**src/rtl/pass_sequencer.sv**
```systemverilog
// pass_sequencer: layer-level controller for the token-engine/conv-unit pass datapath.
// Latches one layer's configuration on layer_start, then walks the K-tile x D-tile loop
// (d inner, k outer), issuing one pass per tile pair and waiting for pass_done between
// passes. Pulses layer_done after the final pass.
//
// Ports:
//   clk, rst                 clock, synchronous active-low reset
//   layer_start, layer_abort layer control (pulse / level)
//   cfg_*                    layer configuration, sampled on an accepted layer_start
//   pass_done                completion pulse from the pass datapath
//   PASS_START               one-cycle pulse per pass
//   BASE_*                   registered per-pass GLB base addresses
//   pass_flags               {accum_en, skip_en, relu_en, bias_en}
//   k_idx, d_idx             current tile indices
//   busy, layer_done         status
module pass_sequencer #(
  parameter int unsigned ADDR_WIDTH     = 32,
  parameter int unsigned TILE_CNT_WIDTH = 8,
  parameter int unsigned FLAG_WIDTH     = 4
) (
  input  logic                      clk,
  input  logic                      rst,
  input  logic                      layer_start,
  input  logic                      layer_abort,
  input  logic [TILE_CNT_WIDTH-1:0] cfg_k_tiles,
  input  logic [TILE_CNT_WIDTH-1:0] cfg_d_tiles,
  input  logic [ADDR_WIDTH-1:0]     cfg_ifmap_base,
  input  logic [ADDR_WIDTH-1:0]     cfg_weight_base,
  input  logic [ADDR_WIDTH-1:0]     cfg_opsum_base,
  input  logic [ADDR_WIDTH-1:0]     cfg_bias_base,
  input  logic [ADDR_WIDTH-1:0]     cfg_ifmap_stride,
  input  logic [ADDR_WIDTH-1:0]     cfg_weight_stride,
  input  logic [ADDR_WIDTH-1:0]     cfg_opsum_stride,
  input  logic [ADDR_WIDTH-1:0]     cfg_bias_stride,
  input  logic                      cfg_skip_en,
  input  logic                      pass_done,
  output logic                      PASS_START,
  output logic [ADDR_WIDTH-1:0]     BASE_IFMAP,
  output logic [ADDR_WIDTH-1:0]     BASE_WEIGHT,
  output logic [ADDR_WIDTH-1:0]     BASE_OPSUM,
  output logic [ADDR_WIDTH-1:0]     BASE_BIAS,
  output logic [FLAG_WIDTH-1:0]     pass_flags,
  output logic [TILE_CNT_WIDTH-1:0] k_idx,
  output logic [TILE_CNT_WIDTH-1:0] d_idx,
  output logic                      busy,
  output logic                      layer_done
);

  localparam logic [2:0] StIdle  = 3'd0;
  localparam logic [2:0] StIssue = 3'd1;
  localparam logic [2:0] StWait  = 3'd2;
  localparam logic [2:0] StNext  = 3'd3;
  localparam logic [2:0] StDone  = 3'd4;

  localparam logic [TILE_CNT_WIDTH-1:0] TileOne = TILE_CNT_WIDTH'(1);

  logic [2:0]                state_q, state_d;
  logic [TILE_CNT_WIDTH-1:0] k_q, k_d, d_q, d_d;
  logic [TILE_CNT_WIDTH-1:0] k_tiles_q, d_tiles_q;
  logic [ADDR_WIDTH-1:0]     ifmap_base_q, weight_base_q, opsum_base_q, bias_base_q;
  logic [ADDR_WIDTH-1:0]     ifmap_stride_q, weight_stride_q, opsum_stride_q, bias_stride_q;
  logic                      skip_q;
  logic [ADDR_WIDTH-1:0]     base_ifmap_q, base_weight_q, base_opsum_q, base_bias_q;
  logic [FLAG_WIDTH-1:0]     flags_q;

  logic                      latch_cfg, load_pass;

  // Source of the config used for the next pass: live inputs when starting from idle,
  // latched copies otherwise.
  logic                      use_cfg;
  logic [TILE_CNT_WIDTH-1:0] dt_src;
  logic [ADDR_WIDTH-1:0]     ib_src, wb_src, ob_src, bb_src;
  logic [ADDR_WIDTH-1:0]     is_src, ws_src, os_src, bs_src;
  logic                      skip_src;
  logic [ADDR_WIDTH-1:0]     tile_lin;
  logic [ADDR_WIDTH-1:0]     base_ifmap_d, base_weight_d, base_opsum_d, base_bias_d;
  logic [FLAG_WIDTH-1:0]     flags_d;

  always_comb begin
    state_d   = state_q;
    k_d       = k_q;
    d_d       = d_q;
    latch_cfg = 1'b0;
    load_pass = 1'b0;
    case (state_q)
      StIdle: begin
        if (layer_start) begin
          latch_cfg = 1'b1;
          k_d       = '0;
          d_d       = '0;
          if (cfg_k_tiles == '0 || cfg_d_tiles == '0) begin
            state_d = StDone;
          end else begin
            state_d   = StIssue;
            load_pass = 1'b1;
          end
        end
      end
      StIssue: state_d = StWait;
      StWait:  if (pass_done) state_d = StNext;
      StNext: begin
        if (d_q != d_tiles_q - TileOne) begin
          d_d       = d_q + TileOne;
          state_d   = StIssue;
          load_pass = 1'b1;
        end else if (k_q != k_tiles_q - TileOne) begin
          d_d       = '0;
          k_d       = k_q + TileOne;
          state_d   = StIssue;
          load_pass = 1'b1;
        end else begin
          state_d = StDone;
        end
      end
      StDone:  state_d = StIdle;
      default: state_d = StIdle;
    endcase
    // Abort wins over every other transition out of a non-idle state.
    if (layer_abort && state_q != StIdle) begin
      state_d   = StIdle;
      k_d       = '0;
      d_d       = '0;
      load_pass = 1'b0;
    end
  end

  always_comb begin
    use_cfg  = (state_q == StIdle);
    dt_src   = use_cfg ? cfg_d_tiles       : d_tiles_q;
    ib_src   = use_cfg ? cfg_ifmap_base    : ifmap_base_q;
    wb_src   = use_cfg ? cfg_weight_base   : weight_base_q;
    ob_src   = use_cfg ? cfg_opsum_base    : opsum_base_q;
    bb_src   = use_cfg ? cfg_bias_base     : bias_base_q;
    is_src   = use_cfg ? cfg_ifmap_stride  : ifmap_stride_q;
    ws_src   = use_cfg ? cfg_weight_stride : weight_stride_q;
    os_src   = use_cfg ? cfg_opsum_stride  : opsum_stride_q;
    bs_src   = use_cfg ? cfg_bias_stride   : bias_stride_q;
    skip_src = use_cfg ? cfg_skip_en       : skip_q;

    tile_lin      = ADDR_WIDTH'(k_d) * ADDR_WIDTH'(dt_src) + ADDR_WIDTH'(d_d);
    base_ifmap_d  = ib_src + ADDR_WIDTH'(d_d) * is_src;
    base_weight_d = wb_src + tile_lin * ws_src;
    base_opsum_d  = ob_src + ADDR_WIDTH'(k_d) * os_src;
    base_bias_d   = bb_src + ADDR_WIDTH'(k_d) * bs_src;

    flags_d    = '0;
    flags_d[0] = (d_d == '0);
    flags_d[1] = (d_d == dt_src - TileOne);
    flags_d[2] = skip_src;
    flags_d[3] = (d_d != '0);
  end

  always_ff @(posedge clk) begin
    if (!rst) begin
      state_q         <= StIdle;
      k_q             <= '0;
      d_q             <= '0;
      k_tiles_q       <= '0;
      d_tiles_q       <= '0;
      ifmap_base_q    <= '0;
      weight_base_q   <= '0;
      opsum_base_q    <= '0;
      bias_base_q     <= '0;
      ifmap_stride_q  <= '0;
      weight_stride_q <= '0;
      opsum_stride_q  <= '0;
      bias_stride_q   <= '0;
      skip_q          <= 1'b0;
      base_ifmap_q    <= '0;
      base_weight_q   <= '0;
      base_opsum_q    <= '0;
      base_bias_q     <= '0;
      flags_q         <= '0;
    end else begin
      state_q <= state_d;
      k_q     <= k_d;
      d_q     <= d_d;
      if (latch_cfg) begin
        k_tiles_q       <= cfg_k_tiles;
        d_tiles_q       <= cfg_d_tiles;
        ifmap_base_q    <= cfg_ifmap_base;
        weight_base_q   <= cfg_weight_base;
        opsum_base_q    <= cfg_opsum_base;
        bias_base_q     <= cfg_bias_base;
        ifmap_stride_q  <= cfg_ifmap_stride;
        weight_stride_q <= cfg_weight_stride;
        opsum_stride_q  <= cfg_opsum_stride;
        bias_stride_q   <= cfg_bias_stride;
        skip_q          <= cfg_skip_en;
      end
      if (load_pass) begin
        base_ifmap_q  <= base_ifmap_d;
        base_weight_q <= base_weight_d;
        base_opsum_q  <= base_opsum_d;
        base_bias_q   <= base_bias_d;
        flags_q       <= flags_d;
      end
    end
  end

  // Pulses are gated by abort so an abort landing on ISSUE/DONE suppresses them.
  assign PASS_START  = (state_q == StIssue) && !layer_abort;
  assign layer_done  = (state_q == StDone) && !layer_abort;
  assign busy        = (state_q != StIdle);
  assign BASE_IFMAP  = base_ifmap_q;
  assign BASE_WEIGHT = base_weight_q;
  assign BASE_OPSUM  = base_opsum_q;
  assign BASE_BIAS   = base_bias_q;
  assign pass_flags  = flags_q;
  assign k_idx       = k_q;
  assign d_idx       = d_q;

endmodule
```
**config.mk**
```make
export PLATFORM = sky130hd
export DESIGN_NAME = pass_sequencer
export DESIGN_NICKNAME = d
export VERILOG_FILES = /design/src/rtl/pass_sequencer.sv
export SDC_FILE = /design/constraint.sdc
export NUM_CORES = 2
export LEC_CHECK = 0
export ABC_AREA = 1
export CAP_MARGIN = 15
export CELL_PAD_IN_SITES_DETAIL_PLACEMENT = 0
export CELL_PAD_IN_SITES_GLOBAL_PLACEMENT = 1
export CORE_ASPECT_RATIO = 0.9
export CORE_UTILIZATION = 30
export CTS_CLUSTER_SIZE = 14
export DETAILED_ROUTE_END_ITERATION = 8
export GPL_ROUTABILITY_DRIVEN = 0
export HOLD_SLACK_MARGIN = 0.05
export PLACE_DENSITY = 0.65
export SLEW_MARGIN = 10
export SYNTH_ARGS = -nofsm -noshare
export SYNTH_HDL_FRONTEND = slang
export SYNTH_SLANG_ARGS = --single-unit
```
**constraint.sdc**
```tcl
create_clock -name clk -period 33.9 [get_ports clk]
set_input_delay 3.39 -clock clk [delete_from_list [all_inputs] [get_ports clk]]
set_output_delay 3.39 -clock clk [all_outputs]
set_load 0.03 [all_outputs]
```
# Yosys cells after proc, flatten, opt, wreduce, memory -nomap -nowiden
# Index checks and enable logic that the tools add are counted.
[totals]
out_inout_bits = 151
elab_cells = 91
inputBits = 278
reg_bits = 424
[classes]
n_addsub = 10
n_reduce_logical = 13
bitwise_logic = 1
n_eq_ne = 9
n_mux = 34
n_mul = 5
[op_table]
columns = ["op", "count"]
rows = [
  ["$mux 32", 8],
  ["$add 32x32->32", 4],
  ["$mul 8x32->32", 3],
  ["$mux 8", 9],
  ["$mul 17x32->32", 1],
  ["$pmux 8 s2", 2],
  ["$logic_not 8->1", 3],
  ["$sub 8x1->8 const B", 3],
  ["$add 16x8->17", 1],
  ["$add 8x1->8 const B", 2],
  ["$mul 8x8->16", 1],
  ["$ne 8x8->1", 2],
  ["$mux 3", 5],
  ["$pmux 3 s4", 1],
  ["$eq 8x8->1", 1],
  ["$mux 1", 8],
  ["$reduce_bool 8->1", 1],
  ["$eq 3x2->1 const B", 2],
  ["$ne 2x2->1 const B", 2],
  ["$eq 3x1->1 const B", 1],
  ["$eq 3x3->1 const B", 1],
  ["$logic_and 1x1->1", 3],
  ["$logic_not 3->1", 1],
  ["$reduce_bool 3->1", 1],
  ["other kinds (6)", 6],
]

# Logic depth before layout (Yosys ltp)
[logic_depth]
ltp_word = 10
ltp_mapped = 66
depth_no_buf = 63

# Worst setup path after synthesis
# OpenSTA, ideal clock, no wires.
[synth_path]
path_type = "input -> register"
from = "input port layer_start"
to = "register base_weight_q[28], in the netlist BASE_WEIGHT[28]"
arrival_ns = 13.229
slack_ns = 20.542
setup_ns = 0.128
stages = 48
required_time_ns = 33.772
cell_sequence = "or2_2 -> nand2_1 -> clkbuf_1 -> o21ai_0 -> nand2_1 -> nand2_1 -> inv_1 -> buf_2 -> buf_2 -> nand2_1 -> fa_1 -> fa_1 -> inv_1 -> fa_1 -> inv_1 -> fa_1 -> inv_1 -> ha_1 -> (+12 left out) -> fa_1 -> fa_1 -> fa_1 -> fa_1 -> inv_1 -> fa_1 -> inv_1 -> ha_1 -> nand2_1 -> o21ai_0 -> a21oi_1 -> o21ai_1 -> nand3_1 -> nand2_1 -> a21oi_1 -> o21ai_0 -> xnor2_1 -> a21oi_1"
[synth_via]
elab_chain_cells = 7
elab_cells_between_ends = 13
classes_between = "add/sub (2); mul (2); mux (9)"
[synth_lines]
columns = ["item", "line_no", "rtl"]
rows = [
  ["from (decl)", "23", "input logic layer_start,"],
  ["$mux 8", "87", "if (layer_start) begin"],
  ["$pmux 8 s2", "85", "case (state_q)"],
  ["$mux 8", "119", "if (layer_abort && state_q != StIdle) begin"],
  ["$mul 8x8->16", "140", "tile_lin = ADDR_WIDTH'(k_d) * ADDR_WIDTH'(dt_src) + ADDR_WIDTH'(d_d);"],
  ["$add 16x8->17", "140", ""],
  ["$mul 17x32->32", "142", "base_weight_d = wb_src + tile_lin * ws_src;"],
  ["$add 32x32->32", "142", ""],
  ["to (signal assigned)", "193", "base_weight_q <= base_weight_d;"],
  ["to (decl)", "63", "logic [ADDR_WIDTH-1:0] base_ifmap_q, base_weight_q, base_opsum_q, base_bias_q;"],
]
# Parallel ways exist; a longest one is shown, timed or not.
# A chain may end at the register's enable or synchronous reset.

# Final worst setup path
[layout_path]
from = "input port layer_abort"
to = "register base_weight_q[31], in the netlist BASE_WEIGHT[31]"
[layout_via]
elab_chain_cells = 6
elab_cells_between_ends = 8
classes_between = "add/sub (2); mul (2); mux (3); reduce/logical (1)"
[layout_lines]
columns = ["item", "line_no", "rtl"]
rows = [
  ["from (decl)", "24", "input logic layer_abort,"],
  ["$logic_and 1x1->1 (*)", "119", ""],
  ["$mux 8", "119", ""],
  ["$mul 8x8->16", "140", ""],
  ["$add 16x8->17", "140", ""],
  ["$mul 17x32->32", "142", ""],
  ["$add 32x32->32", "142", ""],
]
# Mark *: on every way between the ends. The rest lies on a longest branch, timed or not.

==> flow_summary.json <==
{
  "outcome": "completed",
  "ys_async_sr_fraction": 0,
  "cap_violations": 0,
  "syn_area_sq_um": 55490,
  "required_ps": 34470,
  "firstDrtPassIters": 5,
  "min_period_ps": 15120,
  "endpoint_kind": "flop",
  "cts_sinks": 424,
  "yosysWarnings": 0,
  "cp_top_family": "adder cells",
  "clk_pin_slew_worst_paths_ps": 60,
  "drv_slew": 0,
  "finalHoldViolCount": 0,
  "cts-resized-gates": 0,
  "cts_setup_buffers": 0,
  "whs_path_depth": 2,
  "drive_above_1_share": 0.03621,
  "num_rows": 149,
  "die_y_microns": 410.0,
  "syn2layout_area_growth_pct": 15.78,
  "worst_slew_pin_slew_ps": 1251,
  "drt_iter0_drc": 2838,
  "drt-total-wl_mm": 189.3,
  "start_util": 0.3025,
  "vias": 47172,
  "fillCellCount": 19395,
  "die-width_microns": 455.4,
  "synth_xor_area_frac": 0.02509,
  "critPathMaxFanout": 47,
  "cts_tree": "done",
  "arrival_ps": 15690,
  "grt_pass1_wl_mm": 289.6,
  "final_cell_mix": "1594 x inv_1, 1511 x nand2_1, 951 x fa_1",
  "slew-limit-headroom": 0.1570,
  "clockBufferDepth": 3,
  "setup_viol": 0,
  "slowest_stage": "inv_2",
  "yosys_register_bits": 424,
  "synth_edf_count": 0,
  "synthAdderAreaFrac": 0.3963,
  "die_area_sq_um": 186700,
  "synth-main-ff-cell": "dfxtp_1",
  "hp-class": "flop to flop",
  "io_pins": 429,
  "setup-tns-final_ps": 0,
  "synth_top_family_by_area": "adder cells",
  "r2r_slack_ps": 20380,
  "synth_mux_area_frac": 0,
  "finalCritPeriodShare": 0.4459,
  "postSynthCellCount": 7371,
  "gr-total-overflow": 0,
  "layout.nets": 9069,
  "antenna_found_initial": 33,
  "cts_hold_buffers": 0,
  "setup.worst_path.start_class": "input pin",
  "critPathKind": "input pin to flop",
  "viasPerCell": 4.682,
  "final_common_cell": "inv_1",
  "design.core.area_sq_um": 183400,
  "worstHoldStart": "weight_base_q[1]$_SDFFE_PN0P_",
  "clk_latency_ps": 720,
  "slowest_delay_ps": 720,
  "fmax_ghz": 0.06615,
  "grt_use_total": 0.2031,
  "io_buffers": 428,
  "rsz0062_at_grt": "no",
  "cts_buffers": 56,
  "synth_cell_types": 56,
  "ys_seq_area_frac": 0.1530,
  "cts_max_level": 2,
  "worstReg2RegStart": "state_q[0]$_SDFFE_PP0P_",
  "grt_max_degree": 197,
  "synth_compound_area_frac": 0.1152,
  "ant_nets": 0,
  "wl_per_cell_microns": 18.78,
  "clock-root-buffer": "clkbuf_16",
  "r2r_cells": 54,
  "hpwl_mm": 149.3,
  "yosys.area_share.simple": 0.1760,
  "path_buf_inv": 13,
  "hold_path_end": "weight_base_q[1]$_SDFFE_PN0P_",
  "reg2reg_to": "BASE_WEIGHT[31]$_SDFFE_PN0P_",
  "remaining_drc_errors": 0,
  "grt_pass1_vias": 47930,
  "mappedNetlistNets": 8836,
  "synth_area_per_cell_sq_um": 7.529,
  "clock_skew_ps": 68.47
}
through the flow:
step / instances / util / setup slack, ps / hold WS [ps] / area, sq um
after floorplan: 7371 / - / 20540 / 424.5 / 55490
after global placement: 9961 / 0.3388 / 18220 / 435.0 / 62160
after detailed placement: 9961 / 0.3388 / 18070 / 442.0 / 62160
after CTS: 10065 / 0.3501 / 18810 / 449.3 / 64220
after global routing: 10076 / 0.3502 / 18060 / 467.8 / 64250
final: 10076 / 0.3502 / 18780 / 446.0 / 64250
worst reg2reg max path, delay by kind of cell (launching register included):
| family | cells | cell delay, ps |
|---|---|---|
| simple gates | 19 | 3390 |
| flops | 1 | 350 |
| fa+ha+maj | 12 | 5550 |
| compound gates | 11 | 2140 |
| buf+inv | 12 | 1940 |
metal layers:
| layer | routed length, microns | vias up | global-route usage |
|---|---|---|---|
| met5 | 55 | - | 0 |
| met4 | 4752 | 10 | 0.05242 |
| met3 | 8439 | 201 | 0.02639 |
| met2 | 95460 | 973 | 0.3622 |
| met1 | 80560 | 23351 | 0.2557 |
| li1 | - | 22637 | - |
area by class of cell:
| cell class | instances | area, sq um | share of cell area |
|---|---|---|---|
| Antenna cell | 10 | 25.02 | 0.0003895 |
| Tap cell | 2416 | 3023 | 0.04705 |
| Clock inverter | 35 | 538.0 | 0.008374 |
| Timing Repair Buffer | 513 | 4949 | 0.07702 |
| Inverter | 1617 | 6090 | 0.09478 |
| Multi-Input combinational cell | 4992 | 39620 | 0.6166 |
| Clock buffer | 69 | 1520 | 0.02366 |
| Sequential cell | 424 | 8488 | 0.1321 |
cells in the mapped netlist (11+ instances only):
| cell type | count | area (sq um) |
|---|---|---|
| inv_1 | 1596 | 5991 |
| nand2_1 | 1515 | 5687 |
| fa_1 | 951 | 19040 |
| o21ai_0 | 590 | 2953 |
| nor2_1 | 567 | 2128 |
| a21oi_1 | 502 | 2512 |
| dfxtp_1 | 424 | 8488 |
| clkbuf_1 | 248 | 930.9 |
| ha_1 | 236 | 2953 |
| nand3_1 | 233 | 1166 |
| xor2_1 | 83 | 727.0 |
| xnor2_1 | 76 | 665.6 |
| buf_2 | 63 | 315.3 |
| o21ai_1 | 26 | 130.1 |
| a211oi_1 | 25 | 187.7 |
| nand4_1 | 24 | 150.1 |
| buf_1 | 20 | 75.07 |
| nor3_1 | 15 | 75.07 |
| inv_2 | 14 | 52.55 |
| nand2_2 | 13 | 81.33 |
| nor4_1 | 13 | 81.33 |
| nand3b_1 | 11 | 82.58 |
| o21ai_2 | 11 | 96.34 |
| o21bai_1 | 11 | 82.58 |
how the worst max path moves through the flow:
| stage | slack (ps) | to | cells after the start | start |
|---|---|---|---|---|
| 2_1_floorplan | 20540 | BASE_WEIGHT[28]$_SDFFE_PN0P_ | 48 | layer_start |
| 3_3_place_gp | 18220 | BASE_WEIGHT[31]$_SDFFE_PN0P_ | 51 | layer_abort |
| 3_5_place_dp | 18070 | BASE_WEIGHT[31]$_SDFFE_PN0P_ | 50 | layer_abort |
| 4_1_cts | 18810 | BASE_WEIGHT[31]$_SDFFE_PN0P_ | 50 | layer_abort |
| 5_1_grt | 18060 | BASE_WEIGHT[31]$_SDFFE_PN0P_ | 51 | layer_abort |
| 6_report | 18780 | BASE_WEIGHT[31]$_SDFFE_PN0P_ | 51 | layer_abort |
logic make-up (layout without fill, tap and decap cells):
family / after synthesis / in the layout
AO/OA/AOI/OAI: 1220 / 1220
XOR/XNOR: 159 / 159
adder cells (fa/ha/maj): 1187 / 1187
buffers and inverters: 1955 / 2234
flip-flops: 424 / 424
other: 0 / 10
AND/OR/NAND/NOR: 2426 / 2426
flip-flops by register name (all words and copies together), names as in the netlist, 3 cells and up:
| register | cells |
|---|---|
| BASE_BIAS | 32 |
| BASE_OPSUM | 32 |
| opsum_base_q | 32 |
| pass_flags | 4 |
| bias_stride_q | 32 |
| state_q | 3 |
| opsum_stride_q | 32 |
| d_tiles_q | 8 |
| bias_base_q | 32 |
| d_idx | 8 |
| ifmap_base_q | 32 |
| BASE_IFMAP | 32 |
| k_tiles_q | 8 |
| weight_base_q | 32 |
| BASE_WEIGHT | 32 |
| ifmap_stride_q | 32 |
| weight_stride_q | 32 |
| k_idx | 8 |
Power is left out: the tool's default activity adds up to more than one toggle a clock period on the data nets, which glitch-free logic cannot reach.
